File: config.mk
export PLATFORM = sky130hd
export DESIGN_NAME = monitoreo_multicanal
export DESIGN_NICKNAME = d
export VERILOG_FILES = /design/src/rtl/monitoreo_pkg.sv /design/src/rtl/monitoreo_multicanal_canal.sv /design/src/rtl/monitoreo_multicanal.sv
export SDC_FILE = /design/constraint.sdc
export NUM_CORES = 1
export LEC_CHECK = 0
export ABC_AREA = 1
export CORE_MARGIN = 5
export CORE_UTILIZATION = 55
export DETAILED_ROUTE_END_ITERATION = 16
export PLACE_DENSITY = 0.81
export SYNTH_ARGS = -nofsm -noshare
export SYNTH_HDL_FRONTEND = slang
export SYNTH_SLANG_ARGS = --single-unit
export TNS_END_PERCENT = 20
File: constraint.sdc
create_clock -name clk -period 2.5 [get_ports clk]
set_input_delay 0.25 -clock clk [delete_from_list [all_inputs] [get_ports clk]]
set_output_delay 0.25 -clock clk [all_outputs]
set_load 0.02 [all_outputs]
File: src/rtl/monitoreo_pkg.sv
// Shared types and the sample classifier for the multi-channel temperature monitor.
package monitoreo_pkg;

    typedef enum logic [1:0] {
        NORMAL = 2'b00,
        FRIO   = 2'b01,
        CALOR  = 2'b10
    } estado_e;

    typedef enum logic [1:0] {
        OK_C,
        FRIO_C,
        CALOR_C
    } clase_e;

    function automatic clase_e clasificar(
        input int muestra,
        input int lim_bajo,
        input int lim_alto
    );
        if (muestra < lim_bajo) return FRIO_C;
        if (muestra > lim_alto) return CALOR_C;
        return OK_C;
    endfunction

endpackage

File: src/rtl/monitoreo_multicanal_canal.sv
// One channel: sample capture, pending flag, persistence counter and FSM
// with hysteresis on exit, plus registered actuator/state outputs.
module canal_temp
    import monitoreo_pkg::*;
#(
    parameter int ANCHO    = 11,
    parameter int LIM_BAJO = 150,
    parameter int LIM_ALTO = 350,
    parameter int HIST     = 20,
    parameter int PERSIST  = 4
) (
    input  logic                    clk,
    input  logic                    rst,
    input  logic signed [ANCHO-1:0] muestra,
    input  logic                    valida,
    output logic                    calefactor,
    output logic                    ventilador,
    output logic [1:0]              estado_out,
    output logic                    falla,
    output logic                    falla_sig
);

    localparam int CW = $clog2(PERSIST + 1);
    localparam logic [CW-1:0] CNT_MAX = CW'(PERSIST);
    localparam logic signed [ANCHO:0] BAJO   = (ANCHO+1)'(LIM_BAJO);
    localparam logic signed [ANCHO:0] ALTO   = (ANCHO+1)'(LIM_ALTO);
    localparam logic signed [ANCHO:0] BAJO_H = (ANCHO+1)'(LIM_BAJO + HIST);
    localparam logic signed [ANCHO:0] ALTO_H = (ANCHO+1)'(LIM_ALTO - HIST);

    logic signed [ANCHO-1:0] temp_q, temp_d;
    logic                    pend_q, pend_d;
    logic [CW-1:0]           cnt_q, cnt_d, cnt_n;
    clase_e                  ult_q, ult_d, clase;
    estado_e                 estado_q, estado_d;
    logic                    cal_q, cal_d, ven_q, ven_d;
    logic [1:0]              est_q, est_d;
    logic signed [ANCHO:0]   t_x;

    always_comb begin
        temp_d   = valida ? muestra : temp_q;
        pend_d   = valida;
        cnt_d    = cnt_q;
        cnt_n    = cnt_q;
        ult_d    = ult_q;
        estado_d = estado_q;
        clase    = OK_C;
        t_x      = {temp_q[ANCHO-1], temp_q};
        cal_d    = (estado_q == FRIO);
        ven_d    = (estado_q == CALOR);
        est_d    = estado_q;
        if (pend_q) begin
            clase = clasificar(int'(temp_q), LIM_BAJO, LIM_ALTO);
            if (clase == OK_C)
                cnt_n = '0;
            else if (clase == ult_q && cnt_q != '0)
                cnt_n = (cnt_q == CNT_MAX) ? cnt_q : cnt_q + CW'(1);
            else
                cnt_n = CW'(1);
            if (clase != OK_C)
                ult_d = clase;
            cnt_d = cnt_n;
            unique case (estado_q)
                NORMAL: begin
                    if (cnt_n == CNT_MAX && clase == FRIO_C)
                        estado_d = FRIO;
                    else if (cnt_n == CNT_MAX && clase == CALOR_C)
                        estado_d = CALOR;
                end
                FRIO: begin
                    if (t_x >= BAJO_H && t_x <= ALTO)
                        estado_d = NORMAL;
                    else if (cnt_n == CNT_MAX && clase == CALOR_C)
                        estado_d = CALOR;
                end
                CALOR: begin
                    if (t_x >= BAJO && t_x <= ALTO_H)
                        estado_d = NORMAL;
                    else if (cnt_n == CNT_MAX && clase == FRIO_C)
                        estado_d = FRIO;
                end
                default: estado_d = NORMAL;
            endcase
            // every transition starts a fresh run
            if (estado_d != estado_q)
                cnt_d = '0;
        end
    end

    always_ff @(posedge clk) begin
        if (rst) begin
            temp_q   <= '0;
            pend_q   <= 1'b0;
            cnt_q    <= '0;
            ult_q    <= OK_C;
            estado_q <= NORMAL;
            cal_q    <= 1'b0;
            ven_q    <= 1'b0;
            est_q    <= 2'b00;
        end else begin
            temp_q   <= temp_d;
            pend_q   <= pend_d;
            cnt_q    <= cnt_d;
            ult_q    <= ult_d;
            estado_q <= estado_d;
            cal_q    <= cal_d;
            ven_q    <= ven_d;
            est_q    <= est_d;
        end
    end

    assign calefactor = cal_q;
    assign ventilador = ven_q;
    assign estado_out = est_q;
    assign falla      = (estado_q != NORMAL);
    assign falla_sig  = (estado_d != NORMAL);

endmodule

File: src/rtl/monitoreo_multicanal.sv
// Multi-channel temperature monitor top: per-channel slicing plus global alert.
// Define MONITOREO_ALERTA_RETENIDA_EN for a sticky alert cleared by alerta_clr.
module monitoreo_multicanal
    import monitoreo_pkg::*;
#(
    parameter int N_CANALES = 4,
    parameter int ANCHO     = 11,
    parameter int LIM_BAJO  = 150,
    parameter int LIM_ALTO  = 350,
    parameter int HIST      = 20,
    parameter int PERSIST   = 4
) (
    input  logic                         clk,
    input  logic                         rst,
    input  logic [N_CANALES*ANCHO-1:0]   temp_entrada,
    input  logic [N_CANALES-1:0]         temp_valida,
    input  logic                         alerta_clr,
    output logic [N_CANALES-1:0]         calefactor,
    output logic [N_CANALES-1:0]         ventilador,
    output logic [2*N_CANALES-1:0]       estado_actual,
    output logic                         alerta
);

    logic [N_CANALES-1:0] falla, falla_sig;
    logic                 alerta_q, alerta_d;

    for (genvar i = 0; i < N_CANALES; i++) begin : g_canal
        canal_temp #(
            .ANCHO    (ANCHO),
            .LIM_BAJO (LIM_BAJO),
            .LIM_ALTO (LIM_ALTO),
            .HIST     (HIST),
            .PERSIST  (PERSIST)
        ) u_canal (
            .clk        (clk),
            .rst        (rst),
            .muestra    (temp_entrada[i*ANCHO +: ANCHO]),
            .valida     (temp_valida[i]),
            .calefactor (calefactor[i]),
            .ventilador (ventilador[i]),
            .estado_out (estado_actual[2*i +: 2]),
            .falla      (falla[i]),
            .falla_sig  (falla_sig[i])
        );
    end

`ifdef MONITOREO_ALERTA_RETENIDA_EN
    // a clear never wins against a channel that is or is becoming faulted
    always_comb begin
        alerta_d = (|falla) |
                   (alerta_q & ~(alerta_clr & ~(|falla_sig)));
    end
`else
    logic unused_clr;
    assign unused_clr = alerta_clr ^ (|falla_sig);

    always_comb begin
        alerta_d = |falla;
    end
`endif

    always_ff @(posedge clk) begin
        if (rst)
            alerta_q <= 1'b0;
        else
            alerta_q <= alerta_d;
    end

    assign alerta = alerta_q;

endmodule

==> metrics.md <==
| Metric | Value |
|---|---|
| Root buffer cell | clkbuf_8 |
| DRT Pass-1 Iters | 5 |
| Fin util | 68.0% |
| Clock power share | 32.2% |
| Compound-Gate Fraction of Synth Area | 17.9% |
| Post-Synth XOR/XNOR Area | 0.926% |
| Power per standard cell area | 586 mW/mm2 |
| Register bit count reported by yosys | 93 |
| Global-route wire length before repair | 17900 um |
| Clock slew at reported path FFs | 0.10 ns |
| CTS tree | yes |
| Final WS setup | 0.539 ns |
| Vias per cell | 5.19 |
| Max_slew headroom | 68.4% |
| FF-to-FF path depth | 13 |
| Final Power | 3.31 mW |
| Setup TNS | 0 ns |
| Mean Syn Cell Area | 6.99 um2 |
| Design Area, Final | 0.00564 mm2 |
| Final Hold Viols | 0 |
| Routed Wire Length | 10100 um |
| Proportion of layout cells with a drive suffix above 1 | 9.88% |
| DR vias | 4382 |
| Worst Hold Depth | 3 |
| Worst Path Required | 2.73 ns |
| Fillers | 705 |
| CP Data Arrival Time | 2.19 ns |
| Mapped Cells | 676 |
| Per-cell routed wire length | 12.0 um |
| CP Cell Sequence | nand2_1, nor2_2, nor2_1, o21ai_2, nand2_2, nand2_1, nand3_1, nor2_4, nand4_2, nand4_1, nand2_1, nand3b_1, a21oi_1 |
| Sequential share of power | 49.9% |
| Clk_skew | 0.00766 ns |
| Setup bufs post-CTS | 0 |
| Clock buffer count from CTS | 9 |
| Synth Area in Adders | 2.12% |
| Syn Nets | 735 |
| Total gr overflow | 0 |
| CTS resizes | 0 |
| Pint | 2.33 mW |
| Post-DP HPWL | 7810 um |
| Die Ht | 103 um |
| Fmax achieved | 510 MHz |
| Max Transition Viols Final | 0 |
| Total clock sinks | 93 |
| Synth Area in Simple Gates | 30.5% |
| Mux contribution to synthesized area | 0% |
| IR drop worst, VDD | 395 uV |
| Unrepaired setup endpoints after global routing | no |
| Antenna diodes | 0 |
| Cts hold-fix bufs | 0 |
| Max-cap viol count | 0 |
| Critical Path Sink Type | flop |
| Post-Place Cell Area | 0.00543 mm2 |
| Fin nets | 793 |
| GP Congestion | 0.893 |
| Largest net degree at the start of global routing | 39 |
| Worst hold path type | primary input to flop |
| CP Launch Type | flop |
| Most frequent cells in the layout | nor2_1 (112), nand2_1 (95), dfxtp_1 (93) |
| Worst-path fanout max | 4 |
| Most common cell on crit path | nand2_1 |
| # IOs | 68 |
| Minimum clock period | 1.96 ns |
| Most common cell after layout, fill and taps aside | nor2_1 |
| WS Path Type | flop to flop |
| Htree depth | 3 |
| Worst path bufs/invs | 0 |
| Status | finished clean |
| Die Width | 103 um |
| CP max-delay cell | dfxtp_1 |
| Psw | 0.976 mW |
| Sw Ratio | 29.5% |
| Combinational Power Share | 17.9% |
| Area grow syn2layout | 19.3% |
| Core area | 0.00830 mm2 |
| Placement Setup Slack | 0.600 ns |
| Period utilization | 78.4% |
| Final setup violation count | 0 |
| Register area | 0.00186 mm2 |
| Critical Path Max Stage Delay | 0.38 ns |
| Die area | 0.0105 mm2 |
| DR iter-0 viols | 144 |
| Synth warnings | 0 |
| Post-Syn Area | 0.00473 mm2 |
| Multi-input logic area | 0.00243 mm2 |
| Measured slew at the worst slew-check pin | 0.473 ns |
| Critical path depth in cells | 13 |
| Initial antenna violation count | 0 |
| Post-synthesis sequential area ratio | 39.4% |
| CTS max path bufs | 2 |
| Vias in the first global route | 4281 |
| Worst path top cell family by delay | simple AND/OR/NAND/NOR gates |
| Leakage Power | 2.48 nW |
| Starting density of the core | 57.0% |
| Largest family of logic cells by synthesized area | simple AND/OR/NAND/NOR gates |
| DRC Markers | 0 |
| GRT Total Usage | 20.7% |
| Antenna viol nets, final | 0 |
| Distinct cells, synth | 41 |
| Std-Cell Rows | 33 |
| # port buffers | 66 |
| Clk Latency, worst-skew pair | 0.36 ns |
layout make-up:
class                           count  share of cell area, %
Tap cell                          105                   2.33
Sequential cell                    93                   33.0
Inverter                           86                   5.72
Multi-Input combinational cell    475                   43.0
Clock buffer                       10                   2.44
Clock inverter                      6                   1.35
Timing Repair Buffer               69                   12.1
Yosys cell counts (all sizes together):
| library cell | number | area (um2) |
|---|---|---|
| and3 | 1 | 6.26 |
| a21oi | 55 | 294 |
| nor2 | 125 | 522 |
| o211ai | 2 | 15.0 |
| nor3 | 13 | 65.1 |
| nand3 | 38 | 220 |
| o21a | 1 | 7.51 |
| a21o | 1 | 7.51 |
| dfxtp | 93 | 1860 |
| o31ai | 3 | 22.5 |
| o21ai | 81 | 417 |
| a21boi | 4 | 37.5 |
| o311ai | 1 | 8.76 |
| clkinv | 1 | 3.75 |
| nand2 | 111 | 462 |
| nand4 | 11 | 93.8 |
| nand3b | 7 | 52.6 |
| xnor2 | 1 | 8.76 |
| inv | 85 | 319 |
| a211oi | 3 | 22.5 |
| ha | 8 | 100 |
| buf | 13 | 80.1 |
| or2 | 2 | 12.5 |
| xor2 | 4 | 35.0 |
| nor4 | 1 | 6.26 |
| a31oi | 2 | 12.5 |
| clkbuf | 9 | 33.8 |
registers in the layout, summed over array words and instances (netlist names):
name	cells
g_canal.u_canal.estado_out	8
g_canal.u_canal.ult_q	8
g_canal.u_canal.pend_q	4
g_canal.u_canal.est_d	8
g_canal.u_canal.calefactor	4
g_canal.u_canal.cnt_q	12
alerta	1
g_canal.u_canal.temp_q	44
g_canal.u_canal.ventilador	4
worst reg2reg max path, stage by stage, from the launching register on:
cell and delay [ns]:
dfxtp_1 0.38, nand2_1 0.10, nor2_2 0.14, nor2_1 0.07, o21ai_2 0.15, nand2_2 0.09, nand2_1 0.07, nand3_1 0.11
nor2_4 0.16, nand4_2 0.15, nand4_1 0.13, nand2_1 0.10, nand3b_1 0.10, a21oi_1 0.07
stage by stage:
step	hold WS, ns	cells
finish	0.465	844
global route	0.463	844
CTS	0.454	844
detailed placement	0.451	828
global placement	0.437	828
floorplan	0.385	676
power groups by stage:
stage / Combinational [mW] / Clock [mW] / Sequential [mW]
2_1_floorplan: 0.409 / 0 / 1.67
3_3_place_gp: 0.575 / 0 / 1.68
3_5_place_dp: 0.591 / 0 / 1.68
4_1_cts: 0.596 / 1.09 / 1.65
5_1_grt: 0.671 / 1.16 / 1.67
6_report: 0.593 / 1.06 / 1.65
routing by layer:
metal / GRT usage, % / vias to the layer above / routed length [um]
met5: 0 / - / 0
met1: 25.1 / 1982 / 4620
met2: 36.8 / 74 / 4970
li1: - / 2312 / -
met3: 4.67 / 14 / 431
met4: 5.95 / 0 / 125
cells by family (layout without fill, tap and decap cells):
kind of cell             Yosys count  in the layout
flip-flops                        93             93
AND/OR/NAND/NOR                  309            309
buffers and inverters            108            171
adder cells (fa/ha/maj)            8              8
XOR/XNOR                           5              5
AO/OA/AOI/OAI                    153            153
path summary, 6_finish.rpt:
| path | startpoint | to | slack [ns] |
|---|---|---|---|
| worst min register to register | g_canal[1].u_canal.est_d[0] | g_canal[1].u_canal.ventilador | 0.47 |
| worst max-delay path | g_canal[2].u_canal.temp_q[4] | g_canal[2].u_canal.cnt_q[0] | 0.54 |
| worst max register to register | g_canal[2].u_canal.temp_q[4] | g_canal[2].u_canal.cnt_q[0] | 0.54 |
| worst min-delay path | temp_entrada[9] | g_canal[0].u_canal.temp_q[9] | 0.46 |
Power figures use the tool's default switching activity.
